===== src/rtl/config_arb_pkg.sv =====
// Shared state encoding and width helper for the config bus arbiter.
package config_arb_pkg;

   typedef enum logic [1:0] {StIdle, StIssue, StWait, StResp} arb_state_e;

   // Ceiling log2, never below 1 so that degenerate counters still have a bit.
   function automatic int unsigned clog2(input int unsigned value);
      int unsigned width;
      width = 1;
      while ((64'd1 << width) < 64'(value)) width++;
      return width;
   endfunction

endpackage


===== src/rtl/rr_arbiter.sv =====
// Combinational round-robin pick: the first active request after i_last, wrapping.
module rr_arbiter
   import config_arb_pkg::*;
#(
   parameter int unsigned N = 2,
   localparam int unsigned IdxW = clog2(N)
) (
   input  logic [N-1:0]    i_req,
   input  logic [IdxW-1:0] i_last,
   output logic            o_valid,
   output logic [N-1:0]    o_grant,
   output logic [IdxW-1:0] o_idx
);

   logic [IdxW-1:0] w_cand;

   always_comb begin
      o_valid = 1'b0;
      o_grant = '0;
      o_idx   = '0;
      w_cand  = '0;
      for (int unsigned k = 1; k <= N; k++) begin
         w_cand = IdxW'((32'(i_last) + k) % N);
         if (!o_valid && i_req[w_cand]) begin
            o_valid          = 1'b1;
            o_idx            = w_cand;
            o_grant[w_cand]  = 1'b1;
         end
      end
   end

endmodule


===== src/rtl/config_bus_arbiter.sv =====
// Shares one core config port between N_REQ requesters, one transaction at a time,
// with round-robin acceptance, single-cycle writes and fixed-latency reads.
module config_bus_arbiter
   import config_arb_pkg::*;
#(
   parameter int unsigned N_REQ        = 2,
   parameter int unsigned ADDR_WIDTH   = 8,
   parameter int unsigned DATA_WIDTH   = 32,
   parameter int unsigned READ_LATENCY = 0
) (
   input  logic                        i_clk,
   input  logic                        i_rst_n,
   input  logic [N_REQ-1:0]            i_req_valid,
   output logic [N_REQ-1:0]            o_req_ready,
   input  logic [N_REQ-1:0]            i_req_write,
   input  logic [N_REQ*ADDR_WIDTH-1:0] i_req_addr,
   input  logic [N_REQ*DATA_WIDTH-1:0] i_req_data,
   output logic [N_REQ-1:0]            o_rsp_valid,
   output logic [DATA_WIDTH-1:0]       o_rsp_data,
   output logic                        o_busy,
   output logic [ADDR_WIDTH-1:0]       o_config_config_addr,
   output logic [DATA_WIDTH-1:0]       o_config_config_data,
   output logic                        o_config_read,
   output logic                        o_config_write,
   input  logic [DATA_WIDTH-1:0]       i_read_config_data
);

   localparam int unsigned IDX_W = clog2(N_REQ);
   localparam int unsigned CNT_W = clog2(READ_LATENCY + 1);

   arb_state_e            r_state, w_state_next;
   logic [IDX_W-1:0]      r_last;
   logic [N_REQ-1:0]      r_gnt;
   logic                  r_write;
   logic [ADDR_WIDTH-1:0] r_addr;
   logic [DATA_WIDTH-1:0] r_data;
   logic [DATA_WIDTH-1:0] r_rsp_data;
   logic [CNT_W-1:0]      r_cnt;

   logic                  w_any;
   logic [N_REQ-1:0]      w_gnt;
   logic [IDX_W-1:0]      w_idx;
   logic                  w_sel_write;
   logic [ADDR_WIDTH-1:0] w_sel_addr;
   logic [DATA_WIDTH-1:0] w_sel_data;

   rr_arbiter #(
      .N (N_REQ)
   ) u_rr_arbiter (
      .i_req   (i_req_valid),
      .i_last  (r_last),
      .o_valid (w_any),
      .o_grant (w_gnt),
      .o_idx   (w_idx)
   );

   always_comb begin
      w_sel_write = 1'b0;
      w_sel_addr  = '0;
      w_sel_data  = '0;
      for (int unsigned i = 0; i < N_REQ; i++) begin
         if (w_gnt[i]) begin
            w_sel_write = i_req_write[i];
            w_sel_addr  = i_req_addr[i*ADDR_WIDTH +: ADDR_WIDTH];
            w_sel_data  = i_req_data[i*DATA_WIDTH +: DATA_WIDTH];
         end
      end
   end

   always_ff @(posedge i_clk or negedge i_rst_n) begin
      if (!i_rst_n) r_state <= StIdle;
      else          r_state <= w_state_next;
   end

   // Accept pulse is masked by reset so every output is 0 while reset is held.
   always_comb begin
      w_state_next   = r_state;
      o_req_ready    = '0;
      o_rsp_valid    = '0;
      o_config_read  = 1'b0;
      o_config_write = 1'b0;
      o_busy         = 1'b1;
      unique case (r_state)
         StIdle: begin
            o_busy = 1'b0;
            if (w_any && i_rst_n) begin
               o_req_ready  = w_gnt;
               w_state_next = StIssue;
            end
         end
         StIssue: begin
            if (r_write) begin
               o_config_write = 1'b1;
               w_state_next   = StResp;
            end else begin
               o_config_read = 1'b1;
               w_state_next  = (READ_LATENCY == 0) ? StResp : StWait;
            end
         end
         StWait: begin
            o_config_read = 1'b1;
            if (r_cnt == CNT_W'(1)) w_state_next = StResp;
         end
         StResp: begin
            o_rsp_valid  = r_gnt;
            w_state_next = StIdle;
         end
         default: w_state_next = StIdle;
      endcase
   end

   always_ff @(posedge i_clk or negedge i_rst_n) begin
      if (!i_rst_n) begin
         r_last     <= IDX_W'(N_REQ - 1);
         r_gnt      <= '0;
         r_write    <= 1'b0;
         r_addr     <= '0;
         r_data     <= '0;
         r_rsp_data <= '0;
         r_cnt      <= '0;
      end else begin
         case (r_state)
            StIdle: begin
               if (w_any) begin
                  r_last  <= w_idx;
                  r_gnt   <= w_gnt;
                  r_write <= w_sel_write;
                  r_addr  <= w_sel_addr;
                  r_data  <= w_sel_data;
               end
            end
            StIssue: begin
               if (r_write)                 r_rsp_data <= '0;
               else if (READ_LATENCY == 0)  r_rsp_data <= i_read_config_data;
               else                         r_cnt      <= CNT_W'(READ_LATENCY);
            end
            StWait: begin
               if (r_cnt == CNT_W'(1)) r_rsp_data <= i_read_config_data;
               else                    r_cnt      <= r_cnt - CNT_W'(1);
            end
            default: ;
         endcase
      end
   end

   assign o_rsp_data           = r_rsp_data;
   assign o_config_config_addr = r_addr;
   assign o_config_config_data = r_data;

endmodule


===== config.mk =====
export PLATFORM = sky130hd
export DESIGN_NAME = config_bus_arbiter
export DESIGN_NICKNAME = d
export VERILOG_FILES = /design/src/rtl/config_arb_pkg.sv /design/src/rtl/rr_arbiter.sv /design/src/rtl/config_bus_arbiter.sv
export SDC_FILE = /design/constraint.sdc
export NUM_CORES = 1
export LEC_CHECK = 0
export CAP_MARGIN = 0
export CORE_ASPECT_RATIO = 0.6
export CORE_UTILIZATION = 35
export DETAILED_ROUTE_END_ITERATION = 10
export GPL_TIMING_DRIVEN = 0
export PLACE_DENSITY = 0.77
export SLEW_MARGIN = 20
export SYNTH_ARGS = -nofsm -noshare
export SYNTH_HDL_FRONTEND = slang
export SYNTH_HIERARCHICAL = 1
export SYNTH_SLANG_ARGS = --single-unit

===== constraint.sdc =====
create_clock -name i_clk -period 1.6 [get_ports i_clk]
set_input_delay 0.24 -clock i_clk [delete_from_list [all_inputs] [get_ports i_clk]]
set_output_delay 0.24 -clock i_clk [all_outputs]
set_load 0.02 [all_outputs]

==> summary.txt, run 1 <==
Outcome
  • Status: finished with violations
  • Failing checks: hold timing, setup timing

Detailed routing
  • Via/cell ratio: 4.93
  • Residual DRC: 0
  • Met2 WL: 6130 um
  • DR WL/cell: 16.7 um
  • Post-route antenna net violation count: 0
  • DRT Pass-1 Iters: 4
  • Top sig layer: met4
  • Initial DRC count: 122
  • Met1 wire length: 5110 um
  • Met3 routed WL: 843 um
  • WL final: 12300 um
  • Via count: 3641

Global route
  • Vias in the first global route: 3610
  • First-pass GRT wire length: 17800 um
  • Largest net degree at the start of global routing: 53
  • Grt ovf: 0
  • Antenna violations before repair: 0
  • Tot GR Track Use: 0.230

Critical path
  • Critical Path Fanout Max: 4
  • Crit end category: primary output
  • Crit path to: o_req_ready[1]
  • R2R Path Start: r_state[0]
  • Cell depth of the worst flop-to-flop path: 8
  • Setup slack, reg-to-reg: -90 ps
  • Crit path kind: reg -> out
  • Startpoint types: flop
  • Worst EP required: 1360 ps
  • FF-to-FF End: o_rsp_data[9]
  • CP arrival: 1490 ps
  • Setup crit start: r_state[0]

Pwr
  • Leakage: 3.07 nW
  • Pwr/cell area: 2020 nW/um^2
  • Maximum ir drop on the vdd rail: 0.905 mV

Yosys
  • Yosys cell types: 28
  • Mapped Avg Cell Area: 9.65 um^2
  • Syn Std Cell Area: 3460 um^2
  • Warnings, synthesis: 6
  • EDFF count, synth: 0
  • Post-Syn Nets: 482
  • Ys flop type: dfrtp_1
  • Seq/Total Area, Yosys: 0.571
  • Async set-reset flop share out of synthesis: 1.00
  • Instance count of the mapped netlist: 359
  • Synth Register Bits: 79

Placement
  • IO Port Bufs: 196
  • Post-detail-place hpwl: 8280 um
  • RePlAce Congestion: 0.759

Layout
  • Seq. cell area: 1980 um^2
  • Final nets: 727
  • Area of the multi-input gates: 1720 um^2
  • Fill count: 655
  • Layout cell share with drive strength beyond 1: 0.289
  • Diode count: 0
  • Area delta synth->final: 99.1%

Floorplanning
  • Die height: 79.1 um
  • Die X: 130 um
  • Core area: 9390 um^2
  • DIE AREA: 10300 um^2
  • # IOs: 197
  • Initial core utilization: 0.369
  • Num rows: 27

Timing
  • RSZ-0062 raised after global routing: true
  • Relative slew slack: 0.711
  • Crit share post-route: 1.08
  • Worst-margin pin slew: 433 ps
  • # setup viols final: 35
  • Setup slack after layout: -135 ps
  • Worst Skew: 6.52 ps
  • Fmax achieved: 576 MHz
  • Final hold violations: 49
  • Final Max Slew Viols: 0
  • Final min period: 1730 ps
  • Final setup TNS: -1910 ps
  • Hold Slack: -48.9 ps

Clocking
  • Clk slew on worst S/H paths: 60 ps
  • CTS Sinks: 79
  • Htree depth: 3
  • CTS Buf Count: 9
  • Skew-Pair Late Insertion Delay: 340 ps
  • Clock Tree Buf Depth: 2
  • Cts hold-fix bufs: 3
  • CTS tree: built
  • Clk root buf: clkbuf_16

Worst hold path
  • Hold Crit Class: in -> async

Flow run
  • Max-cap viol count: 0
==> cell usage after synthesis, types with 2 or more instances <==
master,number,share of area
a21boi_0,2,0.0043
a21oi_1,2,0.0029
a22oi_1,40,0.087
and2_1,4,0.0072
and3_1,2,0.0036
buf_1,4,0.0043
buf_2,12,0.017
buf_4,6,0.013
clkbuf_1,5,0.0054
dfrtp_1,78,0.56
ha_1,5,0.018
inv_1,4,0.0043
mux2_2,4,0.013
nand2_1,106,0.11
nor2b_1,2,0.0036
o21ai_0,37,0.053
o21ai_1,35,0.051
==> cell families after synthesis <==
group / count (synthesis) / share of synthesized area
AO/OA/AOI/OAI: 119 / 0.205
AND/OR/NAND/NOR: 119 / 0.139
adder cells (fa/ha/maj): 5 / 0.0181
buffers and inverters: 31 / 0.0444
multiplexers: 6 / 0.0224
flip-flops: 79 / 0.571
==> through the flow <==
step,instances,worst slack (ps),area (um^2),total power [W],utilization
6_report,739,-135,6900,0.0139,0.735
5_1_grt,739,-174,6900,0.0147,0.735
4_1_cts,720,-141,6210,0.0121,0.661
3_5_place_dp,686,-1090,5610,0.00948,0.598
3_3_place_gp,685,-3020,5590,0.00924,0.595
2_1_floorplan,359,115,3460,0.00657,-
==> cell type report <==
cell class / count / share of cell area
well taps: 130 / 0.0236
inverters: 4 / 0.00254
clock inverters: 6 / 0.0123
plain buffers: 26 / 0.0368
multi-input cells: 250 / 0.249
repair buffers: 234 / 0.356
flip-flops and latches: 79 / 0.287
clock buffers: 10 / 0.0332
==> state kept, by name, indices dropped and copies added, names as in the netlist <==
signal and cells:
r_gnt 2, r_write 1, o_config_config_addr 8, r_last 1
o_rsp_data 32, r_cnt 1, o_config_config_data 32, r_state 2
==> metal layers <==
layer | track usage | up-vias
met5 | 0 | -
met4 | 0.0920 | 0
met3 | 0.0708 | 28
met2 | 0.393 | 133
met1 | 0.272 | 1749
li1 | - | 1731
==> how the worst min path moves through the flow <==
stage | startpoint | slack (ps) | cells after the start | end
floorplan | i_rst_n | -60 | 0 | o_config_config_addr[0]
global placement | o_config_config_addr[6] | 460 | 2 | o_config_config_addr[6]
detailed placement | i_rst_n | 210 | 1 | o_config_config_data[26]
CTS | i_rst_n | -50 | 2 | o_rsp_data[30]
global route | i_rst_n | -40 | 2 | o_rsp_data[27]
finish | i_rst_n | -50 | 2 | o_rsp_data[27]
==> what timing repair did <==
action / CTS / global route
pin swaps: 3 / 61
endpoints found under the setup margin: 81 / 84
endpoints found under the hold margin: 29 / 49
gates cloned: 4 / 8
buffers inserted: 11 / 12
gates resized for setup: 100 / 143
==> cells in the final DEF (no fill, tap or decap), types with 3 or more instances in the layout <==
cell,Yosys,layout
buf_2,12,9
dfrtp_1,78,77
buf_4,6,22
nand2_1,106,88
a22oi_1,40,10
buf_8,0,9
clkbuf_16,0,14
clkbuf_4,0,6
o21ai_2,0,22
buf_6,0,13
clkdlybuf4s50_1,0,176
and2_1,4,3
nand2_2,0,16
mux2_2,4,4
ha_4,0,3
o21ai_1,35,49
buf_12,0,5
dlymetal6s2s_1,0,10
a22oi_2,0,30
==> worst max-delay path, stage by stage (launching register included) <==
cell	delay, ps
dfrtp_2	450
inv_4	100
ha_4	140
and2_4	170
and3_4	190
buf_6	110
==> where the power goes <==
| group | internal (W) | switching [W] |
|---|---|---|
| Sequential | 0.00296 | 0.000604 |
| Clock | 0.00136 | 0.000792 |
| Combinational | 0.00414 | 0.00406 |
| Total | 0.00847 | 0.00546 |
Note: power is estimated with default switching activity, not from simulation.
==> inputs of run 2 (changes only) <==
--- a/config.mk
+++ b/config.mk
@@ -5,12 +5,12 @@
 export SDC_FILE = /design/constraint.sdc
 export NUM_CORES = 1
 export LEC_CHECK = 0
-export CAP_MARGIN = 0
 export CORE_ASPECT_RATIO = 0.6
 export CORE_UTILIZATION = 35
 export DETAILED_ROUTE_END_ITERATION = 10
 export GPL_TIMING_DRIVEN = 0
 export PLACE_DENSITY = 0.77
+export SETUP_SLACK_MARGIN = 0.2
 export SLEW_MARGIN = 20
 export SYNTH_ARGS = -nofsm -noshare
 export SYNTH_HDL_FRONTEND = slang
==> summary.txt, run 2 (same netlist as run 1, synthesis figures left out) <==
Placement
  • Post-detail-place hpwl: 8230 um
  • IO Port Bufs: 196
  • Setup slack at placement: -878 ps
  • Placed Instances: 686
  • RePlAce Congestion: 0.781
  • Area after DPL: 5630 um^2

Timing
  • Fmax achieved: 574 MHz
  • Worst Skew: 6.27 ps
  • Worst-margin pin slew: 515 ps
  • Final setup TNS: -2340 ps
  • Final hold violations: 49
  • Final min period: 1740 ps
  • Relative slew slack: 0.657
  • RSZ-0062 raised after global routing: true
  • Final Max Slew Viols: 0
  • # setup viols final: 35
  • Crit share post-route: 1.09
  • Setup slack after layout: -142 ps
  • Hold Slack: -88.4 ps

Critical path
  • Cell depth of the worst flop-to-flop path: 9
  • Startpoint types: flop
  • Critical Path Fanout Max: 4
  • Cell count along the critical path: 5
  • Slowest CP cell: dfstp_2
  • CP bufs+invs: 3
  • Most used cell, CP: buf_6
  • Max stage delay on crit path: 560 ps
  • CP Cell Sequence: a21boi_2 -> buf_6 -> clkbuf_16 -> and3_4 -> buf_6
  • Crit end category: primary output
  • Delay-heaviest family, CP: flip-flops
  • Setup crit start: r_last
  • Worst EP required: 1360 ps
  • CP arrival: 1500 ps
  • Crit path kind: reg -> out
  • R2R Path Start: r_state[0]

Global route
  • Tot GR Track Use: 0.247
  • Vias in the first global route: 3828
  • First-pass GRT wire length: 19000 um
  • Largest net degree at the start of global routing: 54
  • Antenna violations before repair: 0
  • Met1 usage: 0.283
  • Grt met3 use: 0.0883
  • Met2 Use GR: 0.435
  • Grt ovf: 0
  • Global route hottest layer: met2

Floorplanning
  • Die X: 130 um
  • Num rows: 27
  • Die height: 79.1 um
  • # IOs: 197
  • Core area: 9390 um^2
  • DIE AREA: 10300 um^2
  • Initial core utilization: 0.369

Clocking
  • Htree depth: 3
  • Skew-Pair Late Insertion Delay: 340 ps
  • Cts hold-fix bufs: 3
  • Clk root buf: clkbuf_16
  • CTS tree: built
  • Clock Tree Buf Depth: 2
  • Clk slew on worst S/H paths: 60 ps
  • CTS Buf Count: 9
  • CTS Sinks: 79

Layout
  • Area of the multi-input gates: 1880 um^2
  • Area delta synth->final: 107%
  • Non-filler instance count after layout: 747
  • Most common cell after layout, fill and taps aside: clkdlybuf4s50_1
  • Seq. cell area: 1980 um^2
  • Design area: 7180 um^2
  • Layout cell share with drive strength beyond 1: 0.335
  • Final nets: 736
  • Diode count: 0
  • Fill count: 620
  • Most frequent cells in the layout: clkdlybuf4s50_1 (115), nand2_1 (92), dfrtp_1 (78)

Outcome
  • Failing checks: hold timing, setup timing
  • Status: finished with violations

Detailed routing
  • Via count: 3707
  • Post-route antenna net violation count: 0
  • Initial DRC count: 86
  • Residual DRC: 0
  • DRT Pass-1 Iters: 4
  • Via/cell ratio: 4.96
  • DR WL/cell: 17.6 um
  • WL final: 13100 um

Flow run
  • Max-cap viol count: 0

Pwr
  • Pwr/cell area: 2030 nW/um^2
  • Maximum ir drop on the vdd rail: 1.01 mV
  • Leakage: 3.31 nW

Worst hold path
  • Hold Crit Class: in -> async
==> run 2: timing repair <==
action | in CTS | in global routing
resized for setup | 242 | 104
buffers inserted | 18 | 13
gates cloned | 10 | 2
pin swaps | 34 | 43
hold endpoints to repair | 29 | 49
endpoints found under the setup margin | 156 | 84
==> run 2: layer usage <==
layer,up-vias,share of wire,wire length (um)
li1,1748,-,-
met1,1799,0.41,5360
met2,151,0.51,6700
met3,9,0.073,958
met4,0,0.0094,123
met5,-,0,0
==> run 2: per-stage QoR <==
step                      utilization  power (W)
after floorplan                     -    0.00663
after global placement          0.597    0.00934
after detailed placement        0.600    0.00954
after CTS                       0.701     0.0134
after global routing            0.765     0.0154
final                           0.765     0.0146
==> run 2: worst register-to-register path, cell delays in order, from the launching register on <==
cell and delay [ps]:
dfrtp_1 400, inv_2 110, buf_6 110, ha_4 150, mux2i_4 280, buf_6 150
buf_16 120, buf_12 110, buf_8 120, o21ai_4 70
==> run 2: power breakdown <==
group	total (W)	leakage [nW]	switching [W]	internal, W
clock	0.00201	0.133	0.000815	0.00119
combinational	0.00899	2.18	0.00452	0.00447
sequential	0.00358	0.998	0.000619	0.00296
==> run 2: layout make-up <==
class                           count  share of cell area
Buffer                             27              0.0383
Clock buffer                        9              0.0314
Clock inverter                      6             0.00871
Inverter                            4             0.00209
Multi-Input combinational cell    249               0.261
Sequential cell                    79               0.275
Tap cell                          130              0.0226
Timing Repair Buffer              243               0.360
==> run 2: final timing paths <==
kind                                                 to  slack [ps]
min in group i_clk                       o_rsp_data[17]         460
worst min register to register           o_rsp_data[18]         470
worst max register to register           o_rsp_data[21]        -120
worst min-delay path            o_config_config_data[7]         -90
worst max-delay path                     o_req_ready[1]        -140
max in group asynchronous                o_rsp_data[19]         850
==> inputs of run 3 (changes only) <==
--- a/config.mk
+++ b/config.mk
@@ -6,10 +6,10 @@
 export NUM_CORES = 1
 export LEC_CHECK = 0
 export CORE_ASPECT_RATIO = 0.6
-export CORE_UTILIZATION = 35
+export CORE_UTILIZATION = 38
 export DETAILED_ROUTE_END_ITERATION = 10
 export GPL_TIMING_DRIVEN = 0
-export PLACE_DENSITY = 0.77
+export PLACE_DENSITY = 0.82
 export SETUP_SLACK_MARGIN = 0.2
 export SLEW_MARGIN = 20
 export SYNTH_ARGS = -nofsm -noshare
==> constraint.sdc (replaced) <==
create_clock -name i_clk -period 1.6 [get_ports i_clk]
set_input_delay 0.32 -clock i_clk [delete_from_list [all_inputs] [get_ports i_clk]]
set_output_delay 0.32 -clock i_clk [all_outputs]
set_load 0.02 [all_outputs]
==> summary.txt, run 3 (same netlist as run 1, synthesis figures left out) <==
Layout
  • Seq. cell area: 1980 um^2
  • Fin util: 0.814
  • Final nets: 737
  • Most common cell after layout, fill and taps aside: clkdlybuf4s50_1
  • Fill count: 506
  • Design area: 7070 um^2
  • Area delta synth->final: 104%
  • Layout cell share with drive strength beyond 1: 0.355
  • Area of the multi-input gates: 1890 um^2
  • Diode count: 0
  • Most frequent cells in the layout: clkdlybuf4s50_1 (114), nand2_1 (81), dfrtp_1 (77)

Pwr
  • Maximum ir drop on the vdd rail: 1.11 mV
  • Pwr/cell area: 2040 nW/um^2
  • Leakage: 3.25 nW

Global route
  • Antenna violations before repair: 0
  • Tot GR Track Use: 0.291
  • Vias in the first global route: 3999
  • Largest net degree at the start of global routing: 58
  • First-pass GRT wire length: 21200 um
  • Grt ovf: 0

Flow run
  • Max-cap viol count: 0

Detailed routing
  • DR WL/cell: 19.3 um
  • Initial DRC count: 234
  • Via/cell ratio: 5.28
  • DRT Pass-1 Iters: 9
  • Via count: 3863
  • WL final: 14100 um
  • Post-route antenna net violation count: 0
  • Residual DRC: 9

Timing
  • RSZ-0062 raised after global routing: true
  • # setup viols final: 81
  • Relative slew slack: 0.632
  • Setup slack after layout: -258 ps
  • Worst Skew: 7.69 ps
  • Fmax achieved: 538 MHz
  • Final hold violations: 0
  • Worst-margin pin slew: 552 ps
  • Crit share post-route: 1.16
  • Final Max Slew Viols: 0
  • Final min period: 1860 ps

Floorplanning
  • Initial core utilization: 0.399
  • Num rows: 26
  • # IOs: 197
  • Die X: 125 um
  • DIE AREA: 9520 um^2
  • Die height: 76.0 um
  • Core area: 8690 um^2

Critical path
  • CP arrival: 2100 ps
  • Critical Path Fanout Max: 5
  • Startpoint types: flop
  • Crit path kind: reg -> reg
  • Worst EP required: 1840 ps
  • Crit end category: flop

Outcome
  • Status: finished with violations
  • Failing checks: DRC, setup timing

Clocking
  • Clk root buf: clkbuf_16
  • CTS tree: built
  • CTS Sinks: 79
  • CTS Buf Count: 9
  • Clk slew on worst S/H paths: 60 ps
  • Htree depth: 3
  • Skew-Pair Late Insertion Delay: 330 ps
  • Clock Tree Buf Depth: 2

Placement
  • RePlAce Congestion: 0.834
  • IO Port Bufs: 196
  • Area after DPL: 5620 um^2
  • Post-detail-place hpwl: 8280 um

Worst hold path
  • Hold Crit Class: in -> async
==> run 3: cell types whose count changed in the layout (fill, tap and decap cells not counted), moves of 3 or more <==
cell             previous run  this run
buf_12                     10         6
clkbuf_2                    4        11
buf_6                      20        25
o21ai_1                    41        47
nand2_1                    92        81
clkdlybuf4s15_1             0        12
o21ai_2                    28        24
clkbuf_1                    1         4
dlygate4sd2_1              73        54
nand2_2                     3        12
==> run 3: area by class of cell <==
type	instances	share of cell area
repair buffers	243	0.349
flip-flops and latches	79	0.280
multi-input cells	250	0.267
plain buffers	27	0.0396
clock buffers	13	0.0368
well taps	112	0.0198
clock inverters	3	0.00601
inverters	4	0.00248
==> run 3: power by group <==
part | switching, W | internal [W]
Combinational | 0.00456 | 0.00416
Clock | 0.000784 | 0.00129
Sequential | 0.000651 | 0.00296
==> run 3: metrics by stage <==
step | setup WS [ps] | power [W] | std cells | TNS (ps) | hold slack [ps]
finish | -258 | 0.0144 | 731 | -10750 | 10.1
detailed placement | -1030 | 0.00956 | 668 | -22220 | 252
global route | -288 | 0.0151 | 731 | -15920 | 26.7
floorplan | 178 | 0.00664 | 359 | 0 | 24.4
global placement | -3330 | 0.00932 | 667 | -235170 | 463
CTS | -212 | 0.0134 | 725 | -7580 | 19.9
==> run 3: repair_timing <==
action / CTS / global route
hold buffers: 2 / 0
endpoints found under the setup margin: 156 / 102
cloned: 11 / 1
setup buffers: 28 / 5
hold endpoints to repair: 22 / 0
gates resized for setup: 295 / 82
pin swaps: 67 / 46
==> run 3: worst max-delay path, stage by stage (launching register included) <==
cell and delay [ps]:
dfrtp_2 450, inv_4 100, buf_6 110, ha_4 130, buf_6 110, mux2i_4 310
buf_12 150, buf_16 120, buf_8 130, nand2_2 70, o21ai_2 80
==> run 3: final timing paths <==
kind                                               start                       end  slack (ps)  cells past startpoint
max in group asynchronous                        i_rst_n                    r_last         990                      2
worst max register to register                r_state[0]             o_rsp_data[9]        -260                     10
worst min register to register  o_config_config_data[18]  o_config_config_data[18]         480                      2
worst max-delay path                          r_state[0]             o_rsp_data[9]        -260                     10
worst min-delay path                             i_rst_n            o_rsp_data[11]          10                      2
min in group i_clk              o_config_config_data[18]  o_config_config_data[18]         480                      2
==> run 3: routing by layer <==
metal	track usage	routed length (um)
met1	0.348	5770
met2	0.494	7050
met3	0.105	1020
met4	0.0902	281
met5	0	0
